### src/rtl/si_mul_sched.sv
// rtl/si_mul_sched.sv - round-robin scheduler sharing one multi-cycle multiplier among NREQ requesters
module si_mul_sched #(
   parameter int REG_DW  = 32,
   parameter int NREQ    = 2,
   parameter int TIMEOUT = 15,
   parameter int CNT_W   = 4
) (
   input  logic                   clk,
   input  logic                   rst,
   input  logic [NREQ-1:0]        req_valid_i,
   output logic [NREQ-1:0]        req_ready_o,
   input  logic [NREQ*REG_DW-1:0] req_op1_i,
   input  logic [NREQ*REG_DW-1:0] req_op2_i,
   output logic [NREQ-1:0]        rsp_valid_o,
   input  logic [NREQ-1:0]        rsp_ready_i,
   output logic [REG_DW-1:0]      rsp_result_o,
   output logic                   rsp_err_o,
   output logic                   mul_start_o,
   output logic [REG_DW-1:0]      mul_op1_o,
   output logic [REG_DW-1:0]      mul_op2_o,
   input  logic                   mul_done_i,
   input  logic [REG_DW-1:0]      mul_result_i,
   output logic                   busy_o
);

   localparam int IW = (NREQ > 1) ? $clog2(NREQ) : 1;

   typedef enum logic [1:0] {S_IDLE, S_START, S_WAIT, S_RESP} state_t;

   state_t            state_q;
   logic [IW-1:0]     rr_q;
   logic [IW-1:0]     owner_q;
   logic [REG_DW-1:0] op1_q;
   logic [REG_DW-1:0] op2_q;
   logic [REG_DW-1:0] result_q;
   logic              err_q;
   logic [CNT_W-1:0]  wd_cnt_q;
   logic              mul_start_q;
   logic              busy_q;
   logic [NREQ-1:0]   rsp_valid_q;

   logic              grant_any_d;
   logic [IW-1:0]     grant_idx_d;
   logic [NREQ-1:0]   owner_oh_d;
   logic [IW-1:0]     rr_d;
   logic [CNT_W-1:0]  wd_cnt_d;
   int                scan_j;

   // Scan from the highest offset down so the requester closest to rr_q wins last.
   always_comb begin
      grant_any_d = 1'b0;
      grant_idx_d = '0;
      scan_j      = 0;
      for (int i = NREQ - 1; i >= 0; i--) begin
         scan_j = int'(rr_q) + i;
         if (scan_j >= NREQ) scan_j = scan_j - NREQ;
         if (req_valid_i[scan_j]) begin
            grant_any_d = 1'b1;
            grant_idx_d = IW'(scan_j);
         end
      end
      req_ready_o = '0;
      if (state_q == S_IDLE && grant_any_d) req_ready_o[grant_idx_d] = 1'b1;
   end

   assign owner_oh_d = {{(NREQ-1){1'b0}}, 1'b1} << owner_q;
   assign rr_d       = (owner_q == IW'(NREQ - 1)) ? '0 : owner_q + IW'(1);
   assign wd_cnt_d   = wd_cnt_q + CNT_W'(1);

   always_ff @(posedge clk or posedge rst) begin
      if (rst) begin
         state_q     <= S_IDLE;
         rr_q        <= '0;
         owner_q     <= '0;
         op1_q       <= '0;
         op2_q       <= '0;
         result_q    <= '0;
         err_q       <= 1'b0;
         wd_cnt_q    <= '0;
         mul_start_q <= 1'b0;
         busy_q      <= 1'b0;
         rsp_valid_q <= '0;
      end else begin
         mul_start_q <= 1'b0;
         case (state_q)
            S_IDLE: begin
               if (grant_any_d) begin
                  state_q     <= S_START;
                  owner_q     <= grant_idx_d;
                  op1_q       <= req_op1_i[int'(grant_idx_d)*REG_DW +: REG_DW];
                  op2_q       <= req_op2_i[int'(grant_idx_d)*REG_DW +: REG_DW];
                  mul_start_q <= 1'b1;
                  busy_q      <= 1'b1;
               end
            end
            S_START: begin
               state_q  <= S_WAIT;
               wd_cnt_q <= '0;
            end
            S_WAIT: begin
               // A done arriving on the watchdog's last cycle still counts as success.
               if (mul_done_i) begin
                  state_q     <= S_RESP;
                  result_q    <= mul_result_i;
                  err_q       <= 1'b0;
                  rsp_valid_q <= owner_oh_d;
               end else if (wd_cnt_q == CNT_W'(TIMEOUT - 1)) begin
                  state_q     <= S_RESP;
                  result_q    <= '0;
                  err_q       <= 1'b1;
                  rsp_valid_q <= owner_oh_d;
               end else begin
                  wd_cnt_q <= wd_cnt_d;
               end
            end
            S_RESP: begin
               if (rsp_ready_i[owner_q]) begin
                  state_q     <= S_IDLE;
                  rr_q        <= rr_d;
                  result_q    <= '0;
                  err_q       <= 1'b0;
                  rsp_valid_q <= '0;
                  busy_q      <= 1'b0;
               end
            end
            default: state_q <= S_IDLE;
         endcase
      end
   end

   assign rsp_valid_o  = rsp_valid_q;
   assign rsp_result_o = result_q;
   assign rsp_err_o    = err_q;
   assign mul_start_o  = mul_start_q;
   assign mul_op1_o    = op1_q;
   assign mul_op2_o    = op2_q;
   assign busy_o       = busy_q;

endmodule

### config.mk
export PLATFORM = sky130hd
export DESIGN_NAME = si_mul_sched
export DESIGN_NICKNAME = d
export VERILOG_FILES = /design/src/rtl/si_mul_sched.sv
export SDC_FILE = /design/constraint.sdc
export NUM_CORES = 1
export LEC_CHECK = 0
export CAP_MARGIN = 40
export CORE_MARGIN = 5
export CORE_UTILIZATION = 41
export DETAILED_ROUTE_END_ITERATION = 8
export GPL_TIMING_DRIVEN = 0
export PLACE_DENSITY_LB_ADDON = 0.05
export SKIP_CTS_REPAIR_TIMING = 1
export SYNTH_ARGS = -nofsm -noshare
export SYNTH_HDL_FRONTEND = slang
export SYNTH_SLANG_ARGS = --single-unit
### constraint.sdc
create_clock -name clk -period 10.5 [get_ports clk]
set_input_delay 2.625 -clock clk [delete_from_list [all_inputs] [get_ports clk]]
set_output_delay 2.625 -clock clk [all_outputs]
set_load 0.005 [all_outputs]
==> results.py, run 1 <==
metrics = {
    "timing": {
        "fmax_mhz": 142.4,
        "tns_ns": 0,
        "worst_slack_ns": 3.479,
        "skew_ns": 0.01041,
        "min_period_over_period_pct": 66.87,
        "min_period_ns": 7.021,
        "grt_setup_unrepaired": "false",
        "setup_viol": 0,
        "slew_viol_final": 0,
        "final_hold_viol_count": 0,
        "slew_headroom_pct": 55.92,
        "worst_pin_slew_ns": 0.6612,
    },
    "setup_path": {
        "r2r_slack_ns": 8.60,
        "r2r_end": "mul_op1_o[29]$_DFFE_PP0N_",
        "cp-start-kind": "input port",
        "crit_buf_inv": 3,
        "crit_top_cell": "clkdlybuf4s50_1",
        "crit_slowest_cell": "clkdlybuf4s50_1",
        "crit_chain": "clkdlybuf4s50_1, nand2_1, a21oi_1, clkbuf_1, clkdlybuf4s50_1",
        "crit_arrival_ns": 4.40,
        "cp_top_family": "buffers and inverters",
        "worstPathRequired_ns": 7.88,
        "critPathKind": "in -> out",
        "r2r-start": "state_q[1]$_DFFE_PP0P_",
        "slowest_delay_ns": 0.60,
        "path_max_fanout": 10,
        "r2r_cells": 7,
        "end_kind": "primary output",
    },
    "hold_path": {
        "hp-start": "rsp_result_o[2]$_DFFE_PP0P_",
        "min_path_cells": 1,
        "hold_path.class": "reg -> reg",
        "holdPathEnd": "rsp_result_o[2]$_DFFE_PP0P_",
    },
    "placement": {
        "gp_congestion": 0.7791,
        "port_buffers": 269,
        "dp_cells": 779,
        "pre_cts_slack_ns": 3.484,
        "dp_hpwl_um": 12300,
    },
    "clocking": {
        "cts_tree": "done",
        "htreeDepth": 3,
        "cts_root_buf": "clkbuf_16",
        "clkLatencyLatePin_ns": 0.34,
        "cts.sinks": 109,
        "cts_made_buffers": 9,
        "clk_path_buf_depth": 2,
        "clk_pin_slew_worst_paths_ns": 0.08,
    },
    "drt": {
        "wire_per_inst_um": 19.96,
        "vias_per_cell": 5.244,
        "dr.pass1.iters": 4,
        "routed_wl_um": 15870,
        "drt_iter0_drc": 203,
        "drc": 0,
        "vias": 4169,
        "drtAntennaViolNets": 0,
    },
    "global_route": {
        "grt-ovfl-total": 0,
        "grt_pass1_vias": 4469,
        "antenna_found_initial": 0,
        "grt.total_usage_pct": 22.56,
        "grt_max_degree": 58,
        "grt_pass1_wl_um": 23730,
    },
    "job": {
        "cap_violations": 0,
    },
    "outcome": {
        "status": "finished clean",
    },
    "floorplanning": {
        "die_area_um2": 13670,
        "dieHeight_um": 116.9,
        "core-area_um2": 11320,
        "ios": 270,
        "num_rows": 39,
        "start_util_pct": 41.40,
        "die_w_um": 116.9,
    },
    "synthesis": {
        "syn_area_um2": 4687,
        "syn-num-nets": 540,
        "synthFlopType": "dfrtp_1",
        "synth-edff-count": 0,
        "ys_warn_count": 0,
        "synth_area_per_cell_um2": 12.81,
        "seq_area_frac_synth_pct": 58.20,
        "ys_ff_latch": 109,
        "syn-instance-count": 366,
        "synthArstFlopShare_pct": 100.0,
        "ys_types": 35,
    },
    "cells_and_area": {
        "stdcell_count": 795,
        "n_antenna_cell": 0,
        "fillers": 866,
        "multi_input_area_um2": 1773,
        "fin_nets": 821,
        "seq_area_um2": 2728,
        "drive_above_1_share_pct": 6.748,
        "mostFrequentLayoutCell": "clkdlybuf4s50_1",
        "area_delta_synth_final_pct": 68.29,
        "final_cell_mix": "269 x clkdlybuf4s50_1, 109 x dfrtp_1, 67 x a221o_1",
    },
    "pwr": {
        "comb_power_share_pct": 49.2,
        "power.density_nw_per_um2": 269.0,
        "power_frac_seq_pct": 34.5,
        "p_leak_uw": 0.003389,
        "swShare_pct": 31.63,
        "p_switching_uw": 671.1,
        "peakVddDrop_mv": 0.1366,
        "clockPowerShare_pct": 16.3,
        "p_int_uw": 1450,
    },
}
## kinds of logic (layout without fill, tap and decap cells)
kind of cell	count (synthesis)	in the layout	share of synthesized area (%)
AOI/OAI and AO/OA	119	119	23.44
DFF	109	109	58.20
and+or+nand+nor	88	88	11.24
buffers and inverters	38	324	3.978
adders and majority gates	7	7	1.869
muxes	5	5	1.281
## worst register-to-register path, cell delays in order, from the launching register on
cell,delay [ns]
dfrtp_1,0.42
inv_1,0.12
ha_1,0.20
o21ai_1,0.11
buf_2,0.21
clkbuf_1,0.24
and2_0,0.22
a221o_1,0.26
## registers in the layout, summed over array words and instances, names as in the netlist, 2 cells and up
signal        count
state_q           2
mul_op2_o        32
rsp_valid_o       2
wd_cnt_q          4
mul_op1_o        32
rsp_result_o     32
## final cells by class
type,instances,area share [%]
clock inverters,6,0.8883
well taps,143,2.268
multi-input cells,219,22.48
flip-flops and latches,109,34.58
clock buffers,10,2.903
repair buffers,270,34.49
plain buffers,30,1.983
inverters,8,0.4124
## Yosys cell counts, types with 3 or more instances
library cell  number  share of area [%]
o21ai_0            4               0.43
ha_1               7                1.9
mux2i_1            3               0.64
and2_0            50                6.7
buf_6              3               0.72
a221o_1           67                 14
nand3_1            3               0.32
nor3b_1            3               0.48
a22o_1            31                5.8
and2_1            14                1.9
buf_2             17                1.8
a21oi_1            4               0.43
nand2_1            8               0.64
clkbuf_1           8               0.64
dfrtp_1          109                 58
inv_1              7               0.56
## layer usage
| layer | vias to the layer above | part of all wire, % | wire, µm | track usage (%) |
|---|---|---|---|---|
| met4 | 0 | 1.6 | 261 | 5.963 |
| met3 | 16 | 10 | 1592 | 7.506 |
| met1 | 2019 | 40 | 6370 | 28.19 |
| met2 | 185 | 48 | 7646 | 37.81 |
| met5 | - | 0 | 0 | 0 |
| li1 | 1949 | - | - | - |
## how the worst max path moves through the flow
| stage | from | endpoint | slack, ns | depth (start not counted) |
|---|---|---|---|---|
| final | req_valid_i[1] | req_ready_o[1] | 3.48 | 5 |
| after floorplan | req_valid_i[1] | req_ready_o[1] | 4.76 | 3 |
| after global routing | req_valid_i[1] | req_ready_o[1] | 3.34 | 5 |
| after CTS | req_valid_i[1] | req_ready_o[1] | 3.46 | 5 |
| after global placement | rst | mul_op2_o[28]$_DFFE_PP0N_ | 3.41 | 2 |
| after detailed placement | req_valid_i[1] | req_ready_o[1] | 3.48 | 5 |
## power by group through the flow
| stage | sequential (µW) | clock (µW) | combinational (µW) |
|---|---|---|---|
| global placement | 726 | 0 | 1040 |
| detailed placement | 731 | 0 | 1060 |
| global route | 755 | 368 | 1140 |
| floorplan | 736 | 0 | 468 |
| finish | 732 | 345 | 1040 |
| CTS | 732 | 350 | 1060 |
## stage by stage
stage               total power (µW)  hold slack (ns)  area (µm²)  util, %
detailed placement              1789           0.4867        7589    67.03
CTS                             2145           0.5044        7888    69.67
finish                          2122           0.4999        7888    69.67
global route                    2261           0.5105        7888    69.67
global placement                1761           0.4836        7559    66.77
floorplan                       1204           0.4608        4687        -
Note: power is estimated with default switching activity, not from simulation.
==> run 2: changes to the inputs <==
Settings changed: CORE_UTILIZATION 41 to 35.
Clock period 10.5 ns to 5.91 ns, I/O delays scaled along.
==> run 2 against run 1 <==
Core utilization is 9.7 points lower. Sequential power is 76% higher. First-iteration DRC count is 4.9% lower. Flip-flop and latch count stayed put. Hold slack worse by 0.0023 ns. Power is 77% higher. Die area is 16% higher. Critical path type unchanged. Highest routed layer unchanged. Count of clock-buffer cells in the layout is 1 higher. Combinational power is 80% higher. Register-to-register slack worse by 4.6 ns. Cell count is 4.0% higher.
==> results.py, run 2 (synthesis results as in run 1) <==
metrics = {
    "outcome": {
        "status": "finished clean",
    },
    "global_route": {
        "gr-max-usage-layer": "met2",
        "grtUsageMet2_pct": 33.70,
        "grt_pass1_wl_um": 26000,
        "grt-ovfl-total": 0,
        "antenna_found_initial": 0,
        "met3_usage_pct": 7.282,
        "grt_use_met1_pct": 24.95,
        "grt.total_usage_pct": 20.65,
        "grt_pass1_vias": 4632,
        "grt_max_degree": 60,
    },
    "pwr": {
        "power_uw": 3761,
        "p_leak_uw": 0.003373,
        "power.density_nw_per_um2": 475.3,
        "peakVddDrop_mv": 0.2361,
    },
    "placement": {
        "port_buffers": 269,
        "placed_area_um2": 7630,
        "dp_hpwl_um": 12580,
        "dp_cells": 812,
        "gp_congestion": 0.8136,
    },
    "job": {
        "cap_violations": 0,
    },
    "setup_path": {
        "crit_arrival_ns": 3.26,
        "worstPathRequired_ns": 4.43,
        "path_max_fanout": 10,
        "end_kind": "primary output",
        "critPathLaunch": "req_valid_i[1]",
        "r2r_cells": 7,
        "crit_path_end": "req_ready_o[1]",
        "r2r_slack_ns": 3.99,
        "critPathKind": "in -> out",
        "r2r-start": "state_q[1]$_DFFE_PP0P_",
        "r2r_end": "mul_op1_o[29]$_DFFE_PP0N_",
        "cp-start-kind": "input port",
    },
    "drt": {
        "drc": 0,
        "wire_per_inst_um": 19.92,
        "vias_per_cell": 5.105,
        "dr.pass1.iters": 4,
        "routed_wl_um": 16470,
        "drtAntennaViolNets": 0,
        "drt_iter0_drc": 193,
        "vias": 4222,
    },
    "timing": {
        "min_period_over_period_pct": 80.10,
        "slew_headroom_pct": 54.03,
        "setup_viol": 0,
        "slew_viol_final": 0,
        "tns_ns": 0,
        "fmax_mhz": 211.2,
        "final_hold_viol_count": 0,
        "worst_pin_slew_ns": 0.6896,
        "skew_ns": 0.009475,
        "min_period_ns": 4.734,
        "grt_setup_unrepaired": "false",
    },
    "clocking": {
        "cts_tree": "done",
        "htreeDepth": 3,
        "cts_made_buffers": 9,
        "cts.sinks": 109,
        "clk_path_buf_depth": 2,
        "cts_root_buf": "clkbuf_16",
        "clkLatencyLatePin_ns": 0.35,
        "clk_pin_slew_worst_paths_ns": 0.07,
    },
    "cells_and_area": {
        "fillers": 1138,
        "drive_above_1_share_pct": 6.452,
        "area_delta_synth_final_pct": 68.82,
        "post-route-util_pct": 59.99,
        "final_cell_area_um2": 7913,
        "final_cell_mix": "269 x clkdlybuf4s50_1, 109 x dfrtp_1, 67 x a221o_1",
        "n_antenna_cell": 0,
        "multi_input_area_um2": 1773,
        "fin_nets": 821,
        "seq_area_um2": 2728,
        "stdcell_count": 827,
        "mostFrequentLayoutCell": "clkdlybuf4s50_1",
    },
    "floorplanning": {
        "die_area_um2": 15810,
        "die_w_um": 125.7,
        "core-area_um2": 13190,
        "num_rows": 42,
        "dieHeight_um": 125.7,
        "ios": 270,
        "start_util_pct": 35.53,
    },
    "hold_path": {
        "hold_path.class": "reg -> reg",
    },
}
-- run 2: area by class of cell --
type	count	share of cell area, %
buffer	30	1.977
multi-input combinational	219	22.41
inverter	8	0.4111
sequential	109	34.47
clock buffer	11	2.941
timing repair buffer	270	34.38
clock inverter	4	0.6325
tap	176	2.783
-- run 2: critical path, stage by stage --
cell and delay (ns):
clkdlybuf4s50_1 0.52, nand2_1 0.06, a21oi_1 0.18, clkbuf_1 0.41, clkdlybuf4s50_1 0.60
-- run 2: where the power goes --
group          internal (µW)  leakage [µW]  switching (µW)
Sequential              1100       0.00139             195
Clock                    326      0.000132             268
Combinational           1150       0.00186             726
-- run 2: worst min-delay path by stage --
stage                            startpoint                           end  cells after the start
2_1_floorplan       wd_cnt_q[3]$_DFFE_PP0P_       wd_cnt_q[3]$_DFFE_PP0P_                      1
3_3_place_gp   rsp_result_o[13]$_DFFE_PP0P_  rsp_result_o[13]$_DFFE_PP0P_                      1
3_5_place_dp    rsp_result_o[9]$_DFFE_PP0P_   rsp_result_o[9]$_DFFE_PP0P_                      1
4_1_cts         rsp_result_o[9]$_DFFE_PP0P_   rsp_result_o[9]$_DFFE_PP0P_                      1
5_1_grt         rsp_result_o[1]$_DFFE_PP0P_   rsp_result_o[1]$_DFFE_PP0P_                      1
6_report        rsp_result_o[9]$_DFFE_PP0P_   rsp_result_o[9]$_DFFE_PP0P_                      1
-- run 2: through the flow --
step                hold slack [ns]  worst slack (ns)
floorplan                    0.4608             1.559
global placement             0.4855           -0.2137
detailed placement           0.4812             1.167
CTS                          0.5053             1.160
global route                 0.5157            0.9857
finish                       0.4976             1.176
-- run 2: per-layer routing --
metal / wire length, µm / share of wire (%)
met5: 0 / 0
met4: 541 / 3.3
met3: 1381 / 8.4
met2: 7785 / 47
met1: 6764 / 41
==> run 3: changes to the inputs <==
Settings changed: CORE_UTILIZATION 35 to 38.
Clock period 5.91 ns to 4.6 ns, I/O delays scaled along.
==> run 3 against run 2 <==
Non-clock buffer count unchanged. Critical path type unchanged. Setup slack worse by 0.68 ns. Critical path depth unchanged. Cell count shrank 0.85%. Clock power grew 49%. Combinational power is 27% higher. Highest routed layer unchanged. Register-to-register slack worse by 1.3 ns. Critical endpoint unchanged. Largest power group unchanged. Die area decreased by 7.3%. Routed wire length shrank 3.1%. Count of clock-buffer cells in the layout rose by 1.
==> results.py, run 3 (synthesis results as in run 1) <==
metrics = {
    "outcome": {
        "status": "finished clean",
    },
    "cells_and_area": {
        "fin_nets": 821,
        "area_delta_synth_final_pct": 69.86,
        "fillers": 956,
        "mostFrequentLayoutCell": "clkdlybuf4s50_1",
        "post-route-util_pct": 66.01,
        "n_antenna_cell": 0,
        "drive_above_1_share_pct": 6.595,
        "final_cell_mix": "269 x clkdlybuf4s50_1, 109 x dfrtp_1, 67 x a221o_1",
    },
    "timing": {
        "whs_ns": 0.4999,
        "skew_ns": 0.006408,
        "slew_headroom_pct": 55.04,
        "worst_pin_slew_ns": 0.6745,
        "fmax_mhz": 243.4,
        "min_period_ns": 4.108,
        "min_period_over_period_pct": 89.30,
        "final_hold_viol_count": 0,
        "grt_setup_unrepaired": "false",
        "slew_viol_final": 0,
        "setup_viol": 0,
    },
    "clocking": {
        "clk_path_buf_depth": 2,
        "clk_pin_slew_worst_paths_ns": 0.07,
        "cts_root_buf": "clkbuf_16",
        "cts_made_buffers": 9,
        "htreeDepth": 3,
        "cts.sinks": 109,
        "clkLatencyLatePin_ns": 0.35,
        "cts_tree": "done",
    },
    "pwr": {
        "peakVddDrop_mv": 0.2354,
        "p_leak_uw": 0.003409,
        "p_switching_uw": 1506,
        "p_int_uw": 3430,
        "power.density_nw_per_um2": 620.0,
        "comb_power_share_pct": 48.2,
        "swShare_pct": 30.51,
        "power_frac_seq_pct": 33.9,
        "clockPowerShare_pct": 18.0,
    },
    "setup_path": {
        "end_kind": "primary output",
        "r2r_slack_ns": 2.68,
        "cp-start-kind": "input port",
        "critPathLaunch": "req_valid_i[1]",
        "worstPathRequired_ns": 3.45,
        "crit_arrival_ns": 2.96,
        "path_max_fanout": 10,
        "r2r_cells": 7,
        "crit_path_end": "req_ready_o[1]",
        "r2r_end": "mul_op1_o[18]$_DFFE_PP0N_",
        "critPathKind": "in -> out",
        "r2r-start": "state_q[0]$_DFFE_PP0P_",
    },
    "global_route": {
        "grt_max_degree": 59,
        "antenna_found_initial": 0,
        "grt-ovfl-total": 0,
        "grt.total_usage_pct": 21.74,
        "grt_pass1_wl_um": 24870,
        "grt_pass1_vias": 4513,
    },
    "drt": {
        "dr_wl_met2_um": 7653,
        "vias": 4233,
        "wl_met1_um": 6429,
        "met3_length_um": 1563,
        "wire_per_inst_um": 19.46,
        "routed.top_layer": "met4",
        "drc": 0,
        "drtAntennaViolNets": 0,
        "vias_per_cell": 5.162,
        "drt_iter0_drc": 203,
        "dr.pass1.iters": 4,
        "routed_wl_um": 15960,
    },
    "floorplanning": {
        "core-area_um2": 12060,
        "die_w_um": 121.1,
        "num_rows": 40,
        "start_util_pct": 38.86,
        "dieHeight_um": 121.1,
        "ios": 270,
        "die_area_um2": 14660,
    },
    "placement": {
        "dp_hpwl_um": 12260,
        "gp_congestion": 0.7711,
        "port_buffers": 269,
    },
    "job": {
        "cap_violations": 0,
    },
    "hold_path": {
        "hold_path.class": "reg -> reg",
    },
}
[run 3: cell count changes in the layout (fill, tap and decap cells not counted)]
cell	previous run	this run
bufinv_16	1	3
clkinvlp_4	2	0
clkbuf_8	0	1
[run 3: layout make-up]
| class | instances | area (µm²) | share of cell area (%) |
|---|---|---|---|
| multi-input combinational | 219 | 1773 | 22.27 |
| inverter | 8 | 32.53 | 0.4086 |
| tap | 168 | 210.2 | 2.640 |
| clock inverter | 4 | 95.09 | 1.194 |
| clock buffer | 12 | 246.5 | 3.096 |
| timing repair buffer | 270 | 2720 | 34.17 |
| buffer | 30 | 156.4 | 1.964 |
| sequential | 109 | 2728 | 34.26 |
[run 3: per-layer routing]
metal / global-route usage, % / vias to the layer above
li1: - / 1966
met1: 26.40 / 2058
met2: 35.43 / 189
met3: 8.252 / 20
met4: 7.507 / 0
met5: 0 / -
[run 3: worst min-delay path by stage]
stage,startpoint,end,slack [ns],cells after the start
2_1_floorplan,wd_cnt_q[3]$_DFFE_PP0P_,wd_cnt_q[3]$_DFFE_PP0P_,0.46,1
3_3_place_gp,rsp_result_o[5]$_DFFE_PP0P_,rsp_result_o[5]$_DFFE_PP0P_,0.48,1
3_5_place_dp,rsp_result_o[5]$_DFFE_PP0P_,rsp_result_o[5]$_DFFE_PP0P_,0.48,1
4_1_cts,rsp_result_o[2]$_DFFE_PP0P_,rsp_result_o[2]$_DFFE_PP0P_,0.50,1
5_1_grt,rsp_result_o[5]$_DFFE_PP0P_,rsp_result_o[5]$_DFFE_PP0P_,0.52,1
6_report,rsp_result_o[2]$_DFFE_PP0P_,rsp_result_o[2]$_DFFE_PP0P_,0.50,1
[run 3: stage by stage]
stage	power, µW	instances	instance area [µm²]	setup slack (ns)	TNS (ns)
finish	4936	820	7961	0.4920	0
global route	5267	820	7961	0.3260	0
CTS	4998	820	7961	0.4938	0
floorplan	2747	366	4687	0.5761	0
global placement	4019	803	7590	-1.082	-117.44
detailed placement	4075	804	7620	0.5053	0
[run 3: power groups by stage]
| stage | Clock, µW | Sequential (µW) | Combinational, µW |
|---|---|---|---|
| 6_report | 887 | 1670 | 2380 |
| 5_1_grt | 948 | 1730 | 2580 |
| 4_1_cts | 908 | 1670 | 2420 |
| 3_5_place_dp | 0 | 1680 | 2400 |
| 3_3_place_gp | 0 | 1660 | 2350 |
| 2_1_floorplan | 0 | 1680 | 1070 |
[run 3: critical path, stage by stage]
cell and delay (ns):
clkdlybuf4s50_1 0.52, nand2_1 0.06, a21oi_1 0.19, clkbuf_1 0.42
clkdlybuf4s50_1 0.61
